$ cat config.mk
export PLATFORM = sky130hd
export DESIGN_NAME = instr_loader
export DESIGN_NICKNAME = d
export VERILOG_FILES = /design/src/rtl/instr_loader_pkg.sv /design/src/rtl/instr_loader_byte_packer.sv /design/src/rtl/instr_loader.sv
export SDC_FILE = /design/constraint.sdc
export NUM_CORES = 1
export LEC_CHECK = 0
export CAP_MARGIN = 0
export CORE_MARGIN = 5
export CORE_UTILIZATION = 25
export CTS_CLUSTER_DIAMETER = 60
export DETAILED_ROUTE_END_ITERATION = 16
export RECOVER_POWER = 50
export SLEW_MARGIN = 20
export SYNTH_ARGS = -nofsm -noshare
export SYNTH_HDL_FRONTEND = slang
export SYNTH_SLANG_ARGS = --single-unit
$ cat constraint.sdc
create_clock -name clk_i -period 4.2 [get_ports clk_i]
set_clock_uncertainty 0.1 [all_clocks]
set_input_delay 0.42 -clock clk_i [delete_from_list [all_inputs] [get_ports clk_i]]
set_output_delay 0.42 -clock clk_i [all_outputs]
set_load 0.05 [all_outputs]
$ cat src/rtl/instr_loader_pkg.sv
// Shared types and constants for the instruction memory program loader.
// Optional checksum trailer is enabled by defining INSTR_LOADER_CHECKSUM_EN.
package instr_loader_pkg;

  localparam int unsigned BYTE_W     = 8;
  localparam int unsigned WORD_W     = 32;
  localparam int unsigned ADDR_W     = 32;
  localparam int unsigned HDR_BYTES  = 2;
  localparam int unsigned WORD_BYTES = 4;
  localparam int unsigned CNT_W      = HDR_BYTES * BYTE_W;
  localparam int unsigned PACK_CNT_W = $clog2(WORD_BYTES);

  typedef enum logic [2:0] {
    IDLE = 3'd0,
    HDR0 = 3'd1,
    HDR1 = 3'd2,
    DATA = 3'd3,
    CSUM = 3'd4,
    DONE = 3'd5,
    ERR  = 3'd6
  } state_t;

endpackage

$ cat src/rtl/instr_loader_byte_packer.sv
// Assembles accepted bytes MSB-first into 32-bit words; word_valid_c flags the 4th byte.
module byte_packer
  import instr_loader_pkg::*;
(
  input  logic              clk,
  input  logic              clear,
  input  logic              accept,
  input  logic [BYTE_W-1:0] byte_data,
  output logic [WORD_W-1:0] word_c,
  output logic              word_valid_c
);

  localparam int unsigned PART_W = WORD_W - BYTE_W;

  logic [PART_W-1:0]     partial;
  logic [PACK_CNT_W-1:0] cnt;

  // The incoming byte completes the word combinationally so the write can issue next edge.
  assign word_c       = {partial, byte_data};
  assign word_valid_c = accept && (cnt == PACK_CNT_W'(WORD_BYTES - 1));

  always_ff @(posedge clk) begin
    if (clear) begin
      partial <= '0;
      cnt     <= '0;
    end else if (accept) begin
      partial <= word_c[PART_W-1:0];
      cnt     <= cnt + PACK_CNT_W'(1);
    end
  end

endmodule

$ cat src/rtl/instr_loader.sv
// Byte-stream program loader: writes big-endian words to instruction memory, then releases CPU start.
// Define INSTR_LOADER_CHECKSUM_EN to require an XOR checksum byte after the data.
module instr_loader
  import instr_loader_pkg::*;
#(
  parameter int unsigned DEPTH = 256
) (
  input  logic              clk_i,
  input  logic              rst_i,
  input  logic              load_req_i,
  input  logic [BYTE_W-1:0] byte_i,
  input  logic              byte_valid_i,
  output logic              byte_ready_o,
  output logic              wr_en_o,
  output logic [ADDR_W-1:0] wr_addr_o,
  output logic [WORD_W-1:0] wr_data_o,
  output logic              start_o,
  output logic              busy_o,
  output logic              error_o
);

  localparam int unsigned IDX_W = (DEPTH > 1) ? $clog2(DEPTH) : 1;

  state_t             state, state_next;
  logic               ready_next, busy_next;
  logic               accept_c, enter_hdr0_c, last_word_c;
  logic [BYTE_W-1:0]  cnt_hi;
  logic [CNT_W-1:0]   count, hdr_count_c;
  logic [IDX_W-1:0]   idx;
  logic [WORD_W-1:0]  word_c;
  logic               word_valid_c;
`ifdef INSTR_LOADER_CHECKSUM_EN
  logic [BYTE_W-1:0]  csum;
`endif

  assign accept_c     = byte_valid_i && byte_ready_o;
  assign hdr_count_c  = {cnt_hi, byte_i};
  assign enter_hdr0_c = (state_next == HDR0) && (state != HDR0);
  assign last_word_c  = (CNT_W'(idx) == count - CNT_W'(1));

  byte_packer u_packer (
    .clk          (clk_i),
    .clear        (rst_i || enter_hdr0_c),
    .accept       (accept_c && (state == DATA)),
    .byte_data    (byte_i),
    .word_c       (word_c),
    .word_valid_c (word_valid_c)
  );

  always_ff @(posedge clk_i) begin
    if (rst_i) state <= IDLE;
    else       state <= state_next;
  end

  always_comb begin
    state_next = state;
    ready_next = 1'b0;
    busy_next  = 1'b0;
    case (state)
      IDLE: if (load_req_i) state_next = HDR0;
      HDR0: if (accept_c) state_next = HDR1;
      HDR1: begin
        if (accept_c) begin
          if (hdr_count_c == '0) begin
`ifdef INSTR_LOADER_CHECKSUM_EN
            state_next = CSUM;
`else
            state_next = DONE;
`endif
          end else if (hdr_count_c > CNT_W'(DEPTH)) begin
            state_next = ERR;
          end else begin
            state_next = DATA;
          end
        end
      end
      DATA: begin
        if (word_valid_c && last_word_c) begin
`ifdef INSTR_LOADER_CHECKSUM_EN
          state_next = CSUM;
`else
          state_next = DONE;
`endif
        end
      end
`ifdef INSTR_LOADER_CHECKSUM_EN
      CSUM: if (accept_c) state_next = (byte_i == csum) ? DONE : ERR;
`endif
      DONE, ERR: if (load_req_i) state_next = HDR0;
      default: state_next = IDLE;
    endcase
    // Handshake/busy flags track the state being entered so they are registered yet current.
    case (state_next)
      HDR0, HDR1, DATA, CSUM: begin
        ready_next = 1'b1;
        busy_next  = 1'b1;
      end
      default: ;
    endcase
  end

  always_ff @(posedge clk_i) begin
    if (rst_i) begin
      byte_ready_o <= 1'b0;
      busy_o       <= 1'b0;
      error_o      <= 1'b0;
      start_o      <= 1'b0;
      wr_en_o      <= 1'b0;
      wr_addr_o    <= '0;
      wr_data_o    <= '0;
      idx          <= '0;
      cnt_hi       <= '0;
      count        <= '0;
    end else begin
      byte_ready_o <= ready_next;
      busy_o       <= busy_next;
      error_o      <= (state_next == ERR);
      // Start lags DONE entry by a cycle so the last write lands first, but drops with the exit.
      start_o      <= (state == DONE) && (state_next == DONE);
      wr_en_o      <= word_valid_c;
      if (word_valid_c) begin
        wr_addr_o <= ADDR_W'({idx, 2'b00});
        wr_data_o <= word_c;
        if (!last_word_c) idx <= idx + IDX_W'(1);
      end
      if (accept_c && (state == HDR0)) cnt_hi <= byte_i;
      if (accept_c && (state == HDR1)) count  <= hdr_count_c;
      if (enter_hdr0_c) idx <= '0;
    end
  end

`ifdef INSTR_LOADER_CHECKSUM_EN
  // XOR of every accepted header and data byte.
  always_ff @(posedge clk_i) begin
    if (rst_i || enter_hdr0_c) csum <= '0;
    else if (accept_c && (state == HDR0 || state == HDR1 || state == DATA)) csum <= csum ^ byte_i;
  end
`endif

endmodule

==> impl_metrics.tcl, run 1 <==
set metrics [dict create \
    violations "capacitance limit, slew limit" \
    grt_max_degree 43 \
    clk_latency_ns 0.34 \
    grt-ovfl-total 0 \
    dieWidth_um 144.5 \
    wirelength_mm 11.00 \
    multi_input_area_um2 2170 \
    min_path_type "reg2reg" \
    drtAntennaViolNets 0 \
    grt_pass1_wl_mm 17.65 \
    vias_per_cell 4.515 \
    p_leak_nw 1.982 \
    crit_required_ns 4.33 \
    p_int_mw 1.571 \
    place_area_um2 5174 \
    hp-start "wr_data_o[21]" \
    wl_per_cell_um 12.93 \
    die_y_um 144.5 \
    tritoncts "yes" \
    numPortBuffers 56 \
    drv_cap 1 \
    setup_tns_ns 0 \
    clk_pin_slew_ns 0.07 \
    firstDrtPassIters 4 \
    area_growth_pct 21.47 \
    end_kind "flop" \
    critical_path_class "in2reg" \
    worst-path-max-fanout 41 \
    power_frac_seq_pct 49.2 \
    crit_start "byte_valid_i" \
    p_switching_uw 477.9 \
    nFillCells 1943 \
    arrival_ns 3.45 \
    drc 0 \
    finalHoldViolCount 0 \
    syn_inst 580 \
    status "finished with violations" \
    diodes 0 \
    post-route-util_pct 30.68 \
    synthFlopType "dfxtp_1" \
    numCtsBuffers 9 \
    yosysWarnings 0 \
    p_clk_share_pct 43.7 \
    power_density_nw_per_um2 373.0 \
    dp_hpwl_mm 7.886 \
    dr.first_iter.drc_count 257 \
    avgSynthCellArea_um2 7.796 \
    rsz0062_at_grt "false" \
    hold_buffers 0 \
    synth.distinct_cells 49 \
    swShare_pct 23.32 \
    timing.final.crit_share_pct 79.03 \
    cts.repair.resized 0 \
    layout-drive-gt1-share_pct 5.466 \
    ys_seq_elements 105 \
    synth_top_cell_by_area "dfxtp_1" \
    maxSlewHeadroom_pct -16.24 \
    grt_pass1_vias 3470 \
    startpoint_type "primary input" \
    ir_drop_v 0.0002452 \
    clock-root-buffer "clkbuf_16" \
    dr_total_vias 3842 \
    die_area_um2 20880 \
    setup_viol_count_final 0 \
    track_usage_pct 10.48 \
    start_util_pct 25.26 \
    drv_slew 42 \
    ys_top_cells_by_area "dfxtp_1 46%, nand2_1 16%, a21oi_1 11%" \
    syn-cell-area_um2 4522 \
    worstMarginPinSlew_ns 1.744 \
    gp_congestion 0.8373 \
    holdWs_ns 0.3505 \
    clock_sinks 105 \
    final_area_um2 5493 \
    cts_buffer_depth 2 \
    io-pin-count 81 \
    synth_seq_area_share_pct 46.49 \
    nets 632 \
    rows 49 \
    yosysTopAreaCellShare_pct 46.49 \
    core_um2 17900 \
    regToRegStartpoint "state[2]" \
    period_needed_ns 3.319 \
    synth_edf_count 0 \
    htreeDepth 3 \
    synthArstFlopShare_pct 0 \
    cts_setup_buffers 0 \
    antenna_found_initial 0 \
    register_area_um2 2102 \
    combinationalPowerShare_pct 7.1 \
    fmax_ghz 0.3013 \
]
## power groups by stage
stage | sequential, mW | clock [mW] | combinational (mW)
floorplan | 1.03 | 0 | 0.125
global placement | 1.03 | 0 | 0.147
detailed placement | 1.03 | 0 | 0.147
CTS | 1.01 | 0.915 | 0.147
global route | 1.01 | 0.950 | 0.156
finish | 1.01 | 0.895 | 0.146
## cell usage in the layout (no fill, tap or decap), drive strengths merged, types with 2 or more instances in the layout
| cell | n |
|---|---|
| xor2 | 5 |
| inv | 6 |
| nand2 | 188 |
| or2 | 2 |
| and2 | 4 |
| a22oi | 2 |
| dfxtp | 105 |
| nand4 | 5 |
| or4 | 5 |
| a2111oi | 2 |
| clkdlybuf4s50 | 8 |
| nor2b | 8 |
| o21ai | 10 |
| dlygate4sd3 | 47 |
| a211oi | 2 |
| a31oi | 3 |
| nor3 | 5 |
| nand3b | 2 |
| bufinv | 2 |
| o31a | 2 |
| ha | 3 |
| xnor2 | 6 |
| or3 | 11 |
| buf | 5 |
| a21oi | 98 |
| nor2 | 17 |
| nand2b | 2 |
| nand3 | 6 |
| nor4 | 8 |
| clkbuf | 13 |
| conb | 24 |
## state kept, by name, summed over array words and instances, names as in the netlist
name	cells
start_o	1
wr_data_o	32
idx	8
u_packer.partial	24
busy_o	1
wr_en_o	1
cnt_hi	8
wr_addr_o	8
u_packer.cnt	2
count	16
state	3
error_o	1
## logic make-up after synthesis
| logic type | share of synthesized area [%] |
|---|---|
| compound gates | 16.05 |
| flops | 46.49 |
| mux | 0.2214 |
| fa+ha+maj | 0.8302 |
| xor+xnor | 2.131 |
| other cells | 0.08293 |
| simple gates | 26.76 |
| buf+inv | 7.443 |
## worst paths after layout
kind,endpoint,cells past startpoint,slack [ns]
min reg2reg,wr_data_o[21],2,0.35
max reg2reg,start_o,7,1.14
min,wr_data_o[21],2,0.35
max,start_o,9,0.88
## metrics by stage
step | power [mW] | std cells | worst slack [ns]
6_report | 2.049 | 851 | 0.8807
5_1_grt | 2.115 | 851 | 0.4882
4_1_cts | 2.070 | 851 | 1.213
3_5_place_dp | 1.178 | 835 | 1.141
3_3_place_gp | 1.179 | 835 | 1.152
2_1_floorplan | 1.158 | 603 | 1.547
## metal layers
metal  track usage, %  vias to the layer above  part of all wire, %
met5                0                        -                    0
met4            2.356                        0                 0.95
met3            3.175                        9                  6.1
met2            15.87                       94                   45
met1            14.71                     1765                   48
li1                 -                     1974                    -
## worst max-delay path, stage by stage
cell and delay [ns]:
dlygate4sd3_1 0.58, nand2_1 0.11, nor2_1 0.10, and3_1 0.27, nand2_1 0.10, clkbuf_1 1.26, nor2_1 0.18, a21oi_1 0.32
nor2_1 0.09
## Yosys cell counts, types with 5 or more instances
master,count
or3_1,7
clkbuf_1,27
nor2b_1,8
a21oi_1,98
nor2_1,17
xor2_1,5
nand2_1,188
xnor2_1,6
dfxtp_1,105
buf_4,25
inv_1,6
nor3_1,5
o21ai_0,10
nand3_1,6
nor4_1,8
## area by class of cell
cell class                 count  share of cell area [%]
clock buffer                  12                   4.487
clock inverter                 4                   1.390
inverter                       6                  0.4100
multi-input combinational    434                   39.50
sequential                   105                   38.27
tap                          229                   5.216
timing repair buffer          61                   10.73
(Power assumes the default switching activity.)
==> run 2: changes to the inputs <==
Clock period 4.2 ns to 2.93 ns, I/O delays scaled along.
==> run 2 against run 1 <==
Compared with the run above:
- highest routed layer unchanged
- clock power grew 28%
- flip-flop and latch count is the same
- the run now ends clean
- largest power group unchanged
- core utilization grew 0.75 points
- largest cell class unchanged
==> impl_metrics.tcl, run 2 (synthesis gave the netlist of run 1 again) <==
set metrics [dict create \
    drv_cap 0 \
    start_util_pct 25.26 \
    area_growth_pct 24.46 \
    clk_latency_ns 0.34 \
    power_density_nw_per_um2 503.7 \
    diodes 0 \
    clock-root-buffer "clkbuf_16" \
    fmax_ghz 0.3639 \
    combinationalPowerShare_pct 8.3 \
    regToRegStartpoint "count[0]" \
    swShare_pct 23.95 \
    io-pin-count 81 \
    arrival_ns 2.88 \
    grt_pass1_vias 3629 \
    clock_sinks 105 \
    numCtsBuffers 9 \
    timing.final.crit_share_pct 93.78 \
    crit_required_ns 3.06 \
    wirelength_mm 11.32 \
    end_kind "flop" \
    min_path_type "in2reg" \
    critical_path_class "reg2reg" \
    vias_per_cell 4.440 \
    dr_total_vias 3854 \
    dieWidth_um 144.5 \
    cts_setup_buffers 0 \
    reg.largest.list "wr_data_o x32, u_packer.partial x24, count x16" \
    highest_layer "met4" \
    wl_met2_mm 4.976 \
    setup_viol_count_final 0 \
    dr_wl_met3_um 573 \
    startpoint_type "flop" \
    p_int_mw 2.156 \
    wl_per_cell_um 13.04 \
    power_frac_seq_pct 51.0 \
    grt_pass1_wl_mm 18.10 \
    rr_worst_depth 8 \
    die_area_um2 20880 \
    largest_reg_flops 32 \
    dr.first_iter.drc_count 270 \
    clk_pin_slew_ns 0.07 \
    p_switching_uw 678.8 \
    rows 49 \
    grt-ovfl-total 0 \
    regMostFlops "wr_data_o" \
    worstMarginPinSlew_ns 0.8615 \
    numPortBuffers 56 \
    cts.repair.resized 0 \
    core_um2 17900 \
    crit_start "count[0]" \
    ir_drop_v 0.0002832 \
    p_clk_share_pct 40.7 \
    setup_tns_ns 0 \
    cts_buffer_depth 2 \
    endpoint "idx[0]" \
    finalHoldViolCount 0 \
    final_common_cell "nand2_1" \
    p_leak_nw 2.056 \
    grt_max_degree 43 \
    regToRegSetupSlack_ns 0.18 \
    hold_buffers 0 \
    die_y_um 144.5 \
    firstDrtPassIters 5 \
    drtAntennaViolNets 0 \
    tritoncts "yes" \
    m1WireLength_mm 5.708 \
    worst-path-max-fanout 6 \
    htreeDepth 3 \
    drc 0 \
    place_inst 853 \
    period_needed_ns 2.748 \
    maxSlewHeadroom_pct 42.57 \
    instances_no_fill 868 \
    track_usage_pct 10.80 \
    layout_common_cells "188 x nand2_1, 105 x dfxtp_1, 98 x a21oi_1" \
    gp_congestion 0.8898 \
    drv_slew 0 \
    nets 650 \
    antenna_found_initial 0 \
    reg2reg_to "idx[0]" \
    layout-drive-gt1-share_pct 8.294 \
    dp_hpwl_mm 8.177 \
    status "completed" \
]
run 2: per-stage QoR:
stage                     util [%]  total power, mW  setup slack (ns)  hold WS [ns]  cell area [um^2]
final                        31.44            2.835            0.1822        0.3306              5628
after floorplan                  -            1.660            0.2769        0.3290              4608
after detailed placement     29.79            1.713            0.1410        0.3480              5334
after CTS                    31.35            2.874            0.1194        0.3229              5613
after global routing         31.44            2.943          -0.01913        0.3291              5628
after global placement       29.79            1.714            0.2025        0.3430              5334
run 2: per-layer routing:
metal / vias to the layer above / global-route usage (%)
met5: - / 0
met4: 0 / 2.209
met3: 4 / 2.877
met2: 87 / 16.02
met1: 1752 / 15.77
li1: 2011 / -
run 2: area by class of cell:
| class | count | area, um^2 |
|---|---|---|
| Inverter | 6 | 22.52 |
| Sequential cell | 105 | 2102 |
| Fill cell | 1950 | 12270 |
| Clock buffer | 12 | 236.5 |
| Clock inverter | 3 | 42.54 |
| Tap cell | 229 | 286.5 |
| Timing Repair Buffer | 79 | 747.0 |
| Multi-Input combinational cell | 434 | 2191 |
run 2: critical path: stages, from the launching register on:
cell	delay (ns)
dfxtp_1	0.36
or4_4	0.56
or3_4	0.36
a2111oi_4	0.37
nand4_2	0.19
o31ai_4	0.30
buf_4	0.18
xor2_1	0.15
nor2_1	0.06
run 2: worst min path at each step:
stage	startpoint	to	slack, ns	cells past startpoint
detailed placement	wr_addr_o[7]	wr_addr_o[7]	0.35	2
CTS	rst_i	state[1]	0.32	2
global route	rst_i	state[1]	0.33	2
floorplan	byte_i[1]	cnt_hi[1]	0.33	2
global placement	wr_data_o[1]	wr_data_o[1]	0.34	2
finish	rst_i	state[1]	0.33	2
run 2: power by group through the flow:
stage | clock (mW) | combinational, mW | sequential [mW]
after floorplan | 0 | 0.179 | 1.48
after detailed placement | 0 | 0.234 | 1.48
final | 1.15 | 0.235 | 1.45
after global routing | 1.25 | 0.251 | 1.45
after CTS | 1.19 | 0.235 | 1.45
after global placement | 0 | 0.235 | 1.48
